<file path="config.mk">
export PLATFORM = sky130hd
export DESIGN_NAME = mem_stage_sramlike
export DESIGN_NICKNAME = d
export VERILOG_FILES = /design/src/rtl/mem_stage_sramlike_pkg.sv /design/src/rtl/mem_stage_sramlike_load_align.sv /design/src/rtl/mem_stage_sramlike.sv
export SDC_FILE = /design/constraint.sdc
export NUM_CORES = 1
export LEC_CHECK = 0
export ABC_AREA = 1
export CORE_UTILIZATION = 43
export DETAILED_ROUTE_END_ITERATION = 6
export PLACE_DENSITY = 0.77
export SYNTH_ARGS = -nofsm -noshare
export SYNTH_HDL_FRONTEND = slang
export SYNTH_SLANG_ARGS = --single-unit
</file>
<file path="constraint.sdc">
create_clock -name clk -period 1.72 [get_ports clk]
set_input_delay 0.344 -clock clk [delete_from_list [all_inputs] [get_ports clk]]
set_output_delay 0.344 -clock clk [all_outputs]
set_load 0.02 [all_outputs]
</file>
<file path="src/rtl/mem_stage_sramlike_pkg.sv">
// Shared types and constants for the MEM stage: bus layouts, exception code,
// load-op encodings and FSM states.
package mem_stage_sramlike_pkg;

  localparam int unsigned ES_TO_MS_BUS_WD = 148;
  localparam int unsigned MS_TO_WS_BUS_WD = 110;

  // Exception codes seen by this stage
  localparam logic [4:0] NO_EX   = 5'h1f;
  localparam logic [4:0] EX_ADEL = 5'h04;

  // Load operation encodings; 3'd7 is reserved and behaves as LW
  typedef enum logic [2:0] {
    LOAD_LW  = 3'd0,
    LOAD_LB  = 3'd1,
    LOAD_LBU = 3'd2,
    LOAD_LH  = 3'd3,
    LOAD_LHU = 3'd4,
    LOAD_LWL = 3'd5,
    LOAD_LWR = 3'd6
  } load_op_e;

  typedef enum logic [1:0] {
    ST_IDLE = 2'd0,
    ST_WAIT = 2'd1,
    ST_HOLD = 2'd2,
    ST_PASS = 2'd3
  } ms_state_e;

  typedef struct packed {
    logic        pc_error;
    logic [31:0] badvaddr;
    logic [4:0]  ex_code;
    logic        eret;
    logic        bd;
    logic [2:0]  load_op;
    logic        mem_rd;
    logic [1:0]  addr_low;
    logic [31:0] rt_value;
    logic        gr_we;
    logic [4:0]  dest;
    logic [31:0] alu_result;
    logic [31:0] pc;
  } es_to_ms_bus_t;

  typedef struct packed {
    logic        pc_error;
    logic [31:0] badvaddr;
    logic [4:0]  ex_code;
    logic        eret;
    logic        bd;
    logic        gr_we;
    logic [4:0]  dest;
    logic [31:0] final_result;
    logic [31:0] pc;
  } ms_to_ws_bus_t;

  // Reset image of the latched EX bus: all zero except "no exception"
  function automatic es_to_ms_bus_t es_bus_reset();
    es_to_ms_bus_t b;
    b         = '0;
    b.ex_code = NO_EX;
    return b;
  endfunction

endpackage

</file>
<file path="src/rtl/mem_stage_sramlike_load_align.sv">
// Combinational load data extraction: byte/half select with sign/zero
// extension and LWL/LWR merge with the old rt value.
module mem_stage_sramlike_load_align
  import mem_stage_sramlike_pkg::*;
(
  input  logic [2:0]  load_op,
  input  logic [1:0]  addr_low,
  input  logic [31:0] w,
  input  logic [31:0] rt,
  output logic [31:0] result_c
);

  logic [7:0]  byte_sel;
  logic [15:0] half_sel;

  // Pick the addressed byte and half from the returned word
  always_comb begin
    byte_sel = w[7:0];
    case (addr_low)
      2'd0:    byte_sel = w[7:0];
      2'd1:    byte_sel = w[15:8];
      2'd2:    byte_sel = w[23:16];
      default: byte_sel = w[31:24];
    endcase
    half_sel = addr_low[1] ? w[31:16] : w[15:0];
  end

  // Format the result according to the load operation
  always_comb begin
    result_c = w;
    case (load_op)
      LOAD_LB:  result_c = {{24{byte_sel[7]}}, byte_sel};
      LOAD_LBU: result_c = {24'd0, byte_sel};
      LOAD_LH:  result_c = {{16{half_sel[15]}}, half_sel};
      LOAD_LHU: result_c = {16'd0, half_sel};
      LOAD_LWL: begin
        case (addr_low)
          2'd0:    result_c = {w[7:0],  rt[23:0]};
          2'd1:    result_c = {w[15:0], rt[15:0]};
          2'd2:    result_c = {w[23:0], rt[7:0]};
          default: result_c = w;
        endcase
      end
      LOAD_LWR: begin
        case (addr_low)
          2'd0:    result_c = w;
          2'd1:    result_c = {rt[31:24], w[31:8]};
          2'd2:    result_c = {rt[31:16], w[31:16]};
          default: result_c = {rt[31:8],  w[31:24]};
        endcase
      end
      default:  result_c = w;
    endcase
  end

endmodule

</file>
<file path="src/rtl/mem_stage_sramlike.sv">
// MEM pipeline stage: latches the EX bus, waits for data-SRAM read data on
// loads, aligns load data and drives the MS->WS bus plus decode hazard info.
// Responses belonging to flushed loads are counted and dropped.
// Build option: MEM_FORWARD_EN drives MEM_dest_data with the stage result.
module mem_stage_sramlike
  import mem_stage_sramlike_pkg::*;
#(
  parameter int unsigned MAX_OUTSTANDING = 2
) (
  input  logic                       clk,
  input  logic                       resetn,
  input  logic                       ws_allowin,
  output logic                       ms_allowin,
  input  logic                       es_to_ms_valid,
  input  logic [ES_TO_MS_BUS_WD-1:0] es_to_ms_bus,
  output logic                       ms_to_ws_valid,
  output logic [MS_TO_WS_BUS_WD-1:0] ms_to_ws_bus,
  input  logic                       data_sram_data_ok,
  input  logic [31:0]                data_sram_rdata,
  input  logic                       flush,
  output logic [4:0]                 MEM_dest,
  output logic [31:0]                MEM_dest_data,
  output logic                       MEM_load_pending
);

  localparam int unsigned CNT_W = $clog2(MAX_OUTSTANDING + 1);

  ms_state_e      state_q, state_d;
  es_to_ms_bus_t  bus_q, bus_d;
  es_to_ms_bus_t  es_bus;
  ms_to_ws_bus_t  out_bus;
  logic           data_captured_q, data_captured_d;
  logic [31:0]    data_buf_q, data_buf_d;
  logic [CNT_W-1:0] discard_cnt_q, discard_cnt_d, cnt_after_drop;

  logic        ms_valid;
  logic        has_ex;
  logic        capture_c;
  logic        drop_c;
  logic        orphan_c;
  logic        data_captured_c;
  logic        ms_ready_go;
  logic        latch_c;
  logic [31:0] load_word;
  logic [31:0] aligned;
  logic [31:0] final_result;

  assign es_bus = es_to_ms_bus_t'(es_to_ms_bus);

  // Handshake and load-status terms
  assign ms_valid        = (state_q != ST_IDLE);
  assign has_ex          = (bus_q.ex_code != NO_EX);
  assign capture_c       = (state_q == ST_WAIT) & data_sram_data_ok & (discard_cnt_q == '0);
  assign drop_c          = data_sram_data_ok & (discard_cnt_q != '0);
  assign orphan_c        = flush & (state_q == ST_WAIT) & ~capture_c;
  assign data_captured_c = data_captured_q | capture_c;
  assign ms_ready_go     = ~bus_q.mem_rd | data_captured_c | has_ex;
  assign ms_allowin      = ~ms_valid | (ms_ready_go & ws_allowin);
  assign ms_to_ws_valid  = ms_valid & ms_ready_go & ~flush;
  assign latch_c         = es_to_ms_valid & ms_allowin & ~flush;
  assign MEM_load_pending = ms_valid & bus_q.mem_rd & ~data_captured_c;
  assign MEM_dest        = ms_valid ? bus_q.dest : 5'd0;

  // Use the buffered word once captured, otherwise the live response
  assign load_word = data_captured_q ? data_buf_q : data_sram_rdata;

  mem_stage_sramlike_load_align u_load_align (
    .load_op  (bus_q.load_op),
    .addr_low (bus_q.addr_low),
    .w        (load_word),
    .rt       (bus_q.rt_value),
    .result_c (aligned)
  );

  assign final_result = bus_q.mem_rd ? aligned : bus_q.alu_result;

  // Assemble the outgoing bus; faulting instructions never write the GPR
  always_comb begin
    out_bus              = '0;
    out_bus.pc_error     = bus_q.pc_error;
    out_bus.badvaddr     = bus_q.badvaddr;
    out_bus.ex_code      = bus_q.ex_code;
    out_bus.eret         = bus_q.eret;
    out_bus.bd           = bus_q.bd;
    out_bus.gr_we        = bus_q.gr_we & ~has_ex;
    out_bus.dest         = bus_q.dest;
    out_bus.final_result = final_result;
    out_bus.pc           = bus_q.pc;
  end

  assign ms_to_ws_bus = MS_TO_WS_BUS_WD'(out_bus);

`ifdef MEM_FORWARD_EN
  assign MEM_dest_data = (ms_valid & ms_ready_go) ? final_result : 32'd0;
`else
  assign MEM_dest_data = 32'd0;
`endif

  // Next state, bus latch and load-data capture
  always_comb begin
    state_d         = state_q;
    bus_d           = bus_q;
    data_captured_d = data_captured_q;
    data_buf_d      = data_buf_q;
    if (capture_c) begin
      data_buf_d = data_sram_rdata;
    end
    if (flush) begin
      state_d         = ST_IDLE;
      data_captured_d = 1'b0;
    end else if (latch_c) begin
      bus_d           = es_bus;
      data_captured_d = 1'b0;
      // Faulting loads issue no request, so they go straight to PASS
      state_d = (es_bus.mem_rd && (es_bus.ex_code == NO_EX)) ? ST_WAIT : ST_PASS;
    end else if (ms_to_ws_valid & ws_allowin) begin
      state_d         = ST_IDLE;
      data_captured_d = 1'b0;
    end else if (capture_c) begin
      state_d         = ST_HOLD;
      data_captured_d = 1'b1;
    end else if (state_q == ST_PASS) begin
      state_d = ST_HOLD;
    end
  end

  // Count responses still owed to flushed loads, saturating at the limit
  always_comb begin
    cnt_after_drop = drop_c ? (discard_cnt_q - CNT_W'(1)) : discard_cnt_q;
    discard_cnt_d  = cnt_after_drop;
    if (orphan_c && (cnt_after_drop < CNT_W'(MAX_OUTSTANDING))) begin
      discard_cnt_d = cnt_after_drop + CNT_W'(1);
    end
  end

  // State and datapath registers
  always_ff @(posedge clk or negedge resetn) begin
    if (!resetn) begin
      state_q         <= ST_IDLE;
      bus_q           <= es_bus_reset();
      data_captured_q <= 1'b0;
      data_buf_q      <= '0;
      discard_cnt_q   <= '0;
    end else begin
      state_q         <= state_d;
      bus_q           <= bus_d;
      data_captured_q <= data_captured_d;
      data_buf_q      <= data_buf_d;
      discard_cnt_q   <= discard_cnt_d;
    end
  end

endmodule

</file>
==> key figures, run 1 <==
Run status
  • Status: complete, but fails checks
  • Failing checks: setup timing

GRT
  • Total GRT Usage: 35.20%
  • Total gr overflow: 0
  • Initial antenna violation count: 0
  • Largest net degree at the start of global routing: 55
  • Vias in the first global route: ~13,000
  • First-pass GRT wire length: 70,580 um

Route
  • Detailed Route Iter0 Violations: approximately 1,200
  • Via count: between 10,000 and 15,000
  • Per-cell routed wire length: between 20 and 25 um
  • Detailed Route WL: around 50,000 um
  • DRT Pass-1 Iters: 5
  • DRC: 0
  • Antenna viol nets, final: 0
  • Vias per cell: around 5.5

Clock network
  • CTS tree: done
  • Clk buf depth: 2
  • CTS H-Tree Depth: 4
  • CTS Buf Count: 17
  • Clk_lat worst skew: between 0.4 and 0.5 ns
  • Sink Count: 185
  • Clock slew at reported path FFs: 0.08 ns
  • Root Driver: clkbuf_16

Logic synthesis
  • Yosys warnings: 0
  • FF+latch count, synth: between 150 and 200
  • Yosys cell types: 36
  • Average size of a mapped cell: roughly 7.2 sq um
  • Synth area leaders: dfrtp_1, nand2_1, buf_4
  • Register area share after synthesis: a little over two fifths
  • Yosys top cell area share: roughly two fifths
  • Largest area contributor in the netlist: dfrtp_1
  • Post-synthesis async set-or-reset flop share: 100.0%
  • Top-count cell post-synth: nand2_1
  • EDFF count, synth: 0
  • Syn Inst Count: 1,554
  • Synthesized area: 11,120 sq um
  • Main synth FF type: dfrtp_1
  • Top post-synthesis cells by count: nand2_1, nand3_1, dfrtp_1, buf_4, o21ai_0

Finish
  • Area delta synth->final: 70.26%
  • Post-layout util: 74.99%
  • Share of cells above drive strength 1: approximately a third
  • Finished Layout Cells: about 2,300
  • Final nets: roughly 2,200
  • Antenna Diode Count: 0

Place
  • RePlAce Congestion: 0.9624
  • Dpl hpwl: 30,530 um
  • Placed cells: between 2,000 and 2,500
  • Buffers added on ports: 303
  • Post-Place Worst Slack: -1.057 ns

Worst setup path
  • CP arrival: between 2 and 2.5 ns
  • Worst reg2reg startpoint: data_captured_q
  • Crit path launch type: flop
  • CP Capture Type: primary output
  • Critical path class: flop to primary output
  • Crit Path Max Fanout: 8
  • Required @ worst endpoint: ~1.4 ns
  • Critical Path Start: data_captured_q

Floorplan
  • Die area: approximately 27,000 sq um
  • Initial Utilization: 44.04%
  • Core area: 25,250 sq um
  • Row cnt: between 50 and 60
  • Die Width: ~160 um
  • Die Span Y: approximately 160 um
  • Ports: around 340

STA
  • Slew Limit Fails: 0
  • Final cycle utilization of the critical path: 159.0%
  • RSZ-0062 raised after global routing: true
  • Max Freq: approximately 0.37 GHz
  • Endpoints failing setup: 298
  • Min cycle time layout: 2.734 ns
  • Final Hold Viols: 0
  • Worst slew pin tran: ~0.55 ns
  • Worst setup margin: -1.014 ns
  • Slew HR: 63.17%
  • Worst clock skew: between 0.015 and 0.02 ns

Job
  • Max-cap violations: 0

Power and ir drop
  • Peak supply drop: a little over 0.9 mV
  • Static leakage: approximately 9 nW
  • Pwr dens: about 1200 nW/um^2
  • Pwr Total: approximately 24 mW

Hold path
  • Min-delay worst type: primary input to async pin
[cells by family after synthesis]
| kind of cell | count (synthesis) | share of synthesized area (%) |
|---|---|---|
| buffers and inverters | 281 | 14.30 |
| multiplexers | 17 | 1.721 |
| AND/OR/NAND/NOR | 869 | 32.49 |
| other | 1 | 0.03371 |
| adder cells (fa/ha/maj) | 1 | 0.1125 |
| XOR/XNOR | 2 | 0.1575 |
| AO/OA/AOI/OAI | 198 | 9.516 |
| flip-flops | 185 | 41.68 |
[per-stage QoR]
stage / TNS [ns] / area [sq um] / hold WS (ns)
after floorplan: -1.269 / 11420 / 0.04841
after global placement: -75.79 / 15260 / 0.2458
after detailed placement: -80.02 / 15260 / 0.2485
after CTS: -59.93 / 17500 / 0.3509
after global routing: -91.80 / 18940 / 0.3598
final: -77.13 / 18940 / 0.3448
[where the power goes]
group | total (mW) | switching [mW] | internal (mW)
combinational | 12.9 | 6.87 | 6.04
clock | 4.16 | 2.17 | 1.99
sequential | 6.46 | 0.867 | 5.59
[metal layers]
layer,up-vias,routed length (um),GRT usage (%)
li1,5759,-,-
met1,6211,18420,41.77
met2,686,24670,61.68
met3,177,4015,7.181
met4,0,2709,14.53
met5,-,0,0
[cell usage in the layout, fill, tap and decap left out, types with 4 or more instances in the layout]
cell type        count
dfstp_2              5
o21ai_1             49
mux2_2              17
clkbuf_16           25
o21ai_2             12
o21ai_0             43
nand3_4              6
conb_1              32
buf_6               56
nor2_4              18
inv_6                6
inv_1               60
a21oi_2             18
o21ai_4              9
nand2_1            464
buf_8               13
o211ai_1             5
nand2_4             12
nor2_1              42
buf_16              23
buf_2                8
clkdlybuf4s50_1    256
nand4_1             17
clkinv_8             6
nand3_1            111
buf_4              176
buf_12              41
nand3_2             69
nor2_2              10
a31oi_1              6
o21bai_4            12
inv_2               13
nand2_8              4
nand2_2            114
dfrtp_1            177
a21oi_1             38
[worst max-delay path, cell delays in order, from the launching register on]
cell and delay, ns:
dfrtp_1 0.40, buf_12 0.17, clkinv_16 0.07, nand2_2 0.06
nand2_1 0.13, inv_1 0.08, buf_4 0.16, o21ai_0 0.26
inv_1 0.08, nand2_1 0.07, nand2_1 0.10, o21bai_4 0.17
nand2_2 0.07, buf_6 0.14
[state kept, by name, summed over array words and instances (netlist names)]
register / count
bus_q: 71
ms_to_ws_bus: 77
data_captured_q: 1
discard_cnt_q: 2
data_buf_q: 32
state_q: 2
[area by class of cell]
type | count | area [sq um]
timing repair buffer | 589 | 6559
multi-input combinational | 1122 | 6371
fill | 1753 | 6316
sequential | 185 | 4639
clock buffer | 18 | 429.2
tap | 330 | 412.9
inverter | 79 | 339.1
clock inverter | 14 | 180.2
timing repair inverter | 1 | 7.507
[what timing repair did]
item                       CTS  global route
pin swaps                   42            66
setup buffers               35            31
cloned                      27            10
resized for setup          361           281
hold endpoints to repair    18             0
hold buffers                 1             0
setup endpoints to repair  286           299
[final timing paths]
path / endpoint / slack [ns] / cells after the start
worst max-delay path: ms_to_ws_bus[55] / -1.01 / 13
worst min-delay path: bus_q[84] / 0.34 / 2
worst max register to register: bus_q[49] / -0.33 / 14
worst min register to register: ms_to_ws_bus[30] / 0.48 / 2
max in group asynchronous: ms_to_ws_bus[73] / 0.77 / 3
min in group clk: ms_to_ws_bus[100] / 0.44 / 3
No activity file was read; power rests on OpenSTA's default activity.
==> run 2: changes to the inputs <==
--- a/config.mk
+++ b/config.mk
@@ -6,6 +6,7 @@
 export NUM_CORES = 1
 export LEC_CHECK = 0
 export ABC_AREA = 1
+export CAP_MARGIN = 30
 export CORE_UTILIZATION = 43
 export DETAILED_ROUTE_END_ITERATION = 6
 export PLACE_DENSITY = 0.77
==> results of run 2 <==
The final DEF is identical to that of run 1; final timing and power are the same.
==> run 3: changes to the inputs <==
--- a/config.mk
+++ b/config.mk
@@ -10,6 +10,8 @@
 export CORE_UTILIZATION = 43
 export DETAILED_ROUTE_END_ITERATION = 6
 export PLACE_DENSITY = 0.77
+export SETUP_SLACK_MARGIN = 0.4
 export SYNTH_ARGS = -nofsm -noshare
 export SYNTH_HDL_FRONTEND = slang
 export SYNTH_SLANG_ARGS = --single-unit
+export TNS_END_PERCENT = 10
==> run 3 against run 2 <==
  * The flow still finishes with violations (setup timing)
  * Utilization decreased by 6.6 points
  * Die area is the same
  * First-iteration DRC count fell by 30%
  * Combinational power fell by 12%
  * Routed wire length decreased by 17%
  * Clock skew up 0.0032 ns
  * Cell area fell by 8.8%
  * Non-clock buffer count down 65
  * Critical endpoint is now ms_to_ws_bus[60]
  * Largest power group unchanged
  * Highest routed layer is now met5
==> key figures, run 3 (same netlist as run 1, synthesis figures left out) <==
GRT
  • Initial antenna violation count: 1 (+1)
  • Largest net degree at the start of global routing: 52 (-5.5%)
  • Total gr overflow: 0 (unchanged)
  • Total GRT Usage: 31.09% (-4.1 points)
  • Vias in the first global route: 11,610 (-7.2%)
  • First-pass GRT wire length: 63,140 um (-11%)

STA
  • Worst slew pin tran: 0.5168 ns (-0.03561 ns)
  • Final Hold Viols: 0 (unchanged)
  • Slew HR: 65.55% (+2.4 points)
  • Max Freq: 0.3669 GHz (+0.31%)
  • Worst clock skew: 0.01901 ns (+0.003174 ns)
  • Endpoints failing setup: 201 (-33%)
  • Slew Limit Fails: 0 (unchanged)
  • Final cycle utilization of the critical path: 158.5% (-0.50 points)
  • Min cycle time layout: 2.726 ns (-0.008560 ns)
  • Worst setup margin: -1.006 ns (+0.008560 ns)
  • Setup TNS: -39.18 ns (+37.95 ns)
  • Worst hold slack: 0.4352 ns (+0.09040 ns)
  • RSZ-0062 raised after global routing: true

Route
  • Per-cell routed wire length: 18.28 um (-14%)
  • DRT Pass-1 Iters: 5 (unchanged)
  • DRC: 0 (unchanged)
  • Detailed Route WL: 41,480 um (-17%)
  • Antenna viol nets, final: 0 (unchanged)
  • Via count: 11,820 (-7.9%)
  • Detailed Route Iter0 Violations: 853 (-30%)
  • Vias per cell: 5.211 (-5.1%)

Clock network
  • CTS H-Tree Depth: 4 (unchanged)
  • Clk_lat worst skew: 0.44 ns (about the same)
  • CTS Buf Count: 17 (unchanged)
  • Sink Count: 185 (unchanged)
  • Clk buf depth: 2 (unchanged)
  • Clock slew at reported path FFs: 0.08 ns (about the same)
  • Root Driver: clkbuf_16
  • CTS tree: done

Worst setup path
  • Critical path class: flop to primary output
  • CP Capture Type: primary output
  • Crit path launch type: flop
  • CP arrival: 2.38 ns (about the same)
  • Required @ worst endpoint: 1.38 ns (about the same)
  • Crit Path Max Fanout: 9 (+1)

Finish
  • Fill cells: 2,071 (+18%)
  • Area delta synth->final: 55.21%
  • Most frequent cells in the layout: nand2_1, clkdlybuf4s50_1, dfrtp_1, nand3_1, buf_4
  • Antenna Diode Count: 0 (unchanged)
  • Share of cells above drive strength 1: 32.18% (-2.4 points)
  • Fin area: 17,260 sq um (-8.8%)
  • Largest register FFs: 77 (unchanged)
  • Area occupied by multi-input gates: 5928 sq um (-7.0%)
  • Commonest non-fill, non-tap cell in the layout: nand2_1
  • Final nets: 2,113 (-3.2%)
  • Reg area: 4637 sq um (about the same)

Floorplan
  • Core area: 25,250 sq um (unchanged)
  • Die Span Y: 162.8 um (unchanged)
  • Die area: 26,520 sq um (unchanged)
  • Row cnt: 58 (unchanged)
  • Die Width: 162.8 um (unchanged)
  • Initial Utilization: 44.04% (unchanged)
  • Ports: 336 (unchanged)

Run status
  • Status: complete, but fails checks
  • Failing checks: setup timing

Place
  • Dpl hpwl: 29,990 um (-1.8%)
  • Post-place instance area: 15,330 sq um (+0.42%)
  • Buffers added on ports: 303 (unchanged)
  • Post-Place Worst Slack: -1.096 ns (-0.03853 ns)
  • RePlAce Congestion: 0.9962 (+3.5%)

Power and ir drop
  • Pwr Total: 21.88 mW (-7.1%)
  • Static leakage: 8.644 nW (-5.8%)
  • Pwr dens: 1267 nW/um^2 (+2.0%)
  • Peak supply drop: 0.7729 mV (-17%)

Job
  • Max-cap violations: 0 (unchanged)

Hold path
  • Min-delay worst type: primary input to async pin
==> run 3: metrics by stage <==
stage / cells / utilization [%]
global placement: 2207 / 60.70
floorplan: 1585 / -
CTS: 2260 / 65.77
detailed placement: 2207 / 60.70
finish: 2269 / 68.36
global route: 2269 / 68.36
==> run 3: report_power, final <==
part           total, mW  switching [mW]  internal [mW]  leakage [nW]
registers           6.47           0.883           5.59          2.26
clock network       3.99            2.04           1.95         0.278
logic               11.4            6.22           5.19          6.11
total               21.9            9.14           12.7          8.64
==> run 3: repair_timing <==
item	CTS	global route
hold buffers	1	0
gates cloned	4	1
resized for setup	260	592
setup endpoints to repair	302	303
hold endpoints to repair	38	0
pin swaps	27	68
buffers inserted	16	8
==> run 3: area by class of cell <==
cell class / count / area share, %
Tap cell: 330 / 2.392
Clock buffer: 18 / 2.486
Clock inverter: 14 / 0.8697
Inverter: 79 / 1.884
Sequential cell: 185 / 26.86
Multi-Input combinational cell: 1119 / 34.34
Timing Repair Buffer: 524 / 31.17
==> run 3: routing by layer <==
layer  GRT usage (%)  wire length, um  vias up  part of all wire [%]
li1                -                -     5613                     -
met1           38.96            16480     5636                    40
met2           51.41            20210      490                    49
met3           7.054             3188       83                   7.7
met4           13.08             1585        2                   3.8
met5               0               13        -                 0.031
==> run 3: path summary, 6_finish.rpt <==
kind	from	end	slack, ns	cells past startpoint
max	bus_q[102]	ms_to_ws_bus[60]	-1.01	12
min	resetn	data_buf_q[7]	0.44	2
max reg2reg	data_captured_q	ms_to_ws_bus[14]	-0.12	11
min reg2reg	bus_q[69]	bus_q[69]	0.47	2
max in group asynchronous	resetn	ms_to_ws_bus[93]	0.65	3
min in group clk	es_to_ms_bus[127]	ms_to_ws_bus[89]	0.44	3
==> run 3: worst max-delay path, stage by stage (launching register included) <==
cell and delay (ns):
dfrtp_1 0.44, inv_2 0.09, nor2_2 0.05, buf_4 0.16, buf_4 0.18, nand2_1 0.08, nand4_1 0.21, buf_4 0.22
nand2_4 0.05, nand4_1 0.14, nand2_2 0.14, nand2_2 0.05, buf_6 0.13
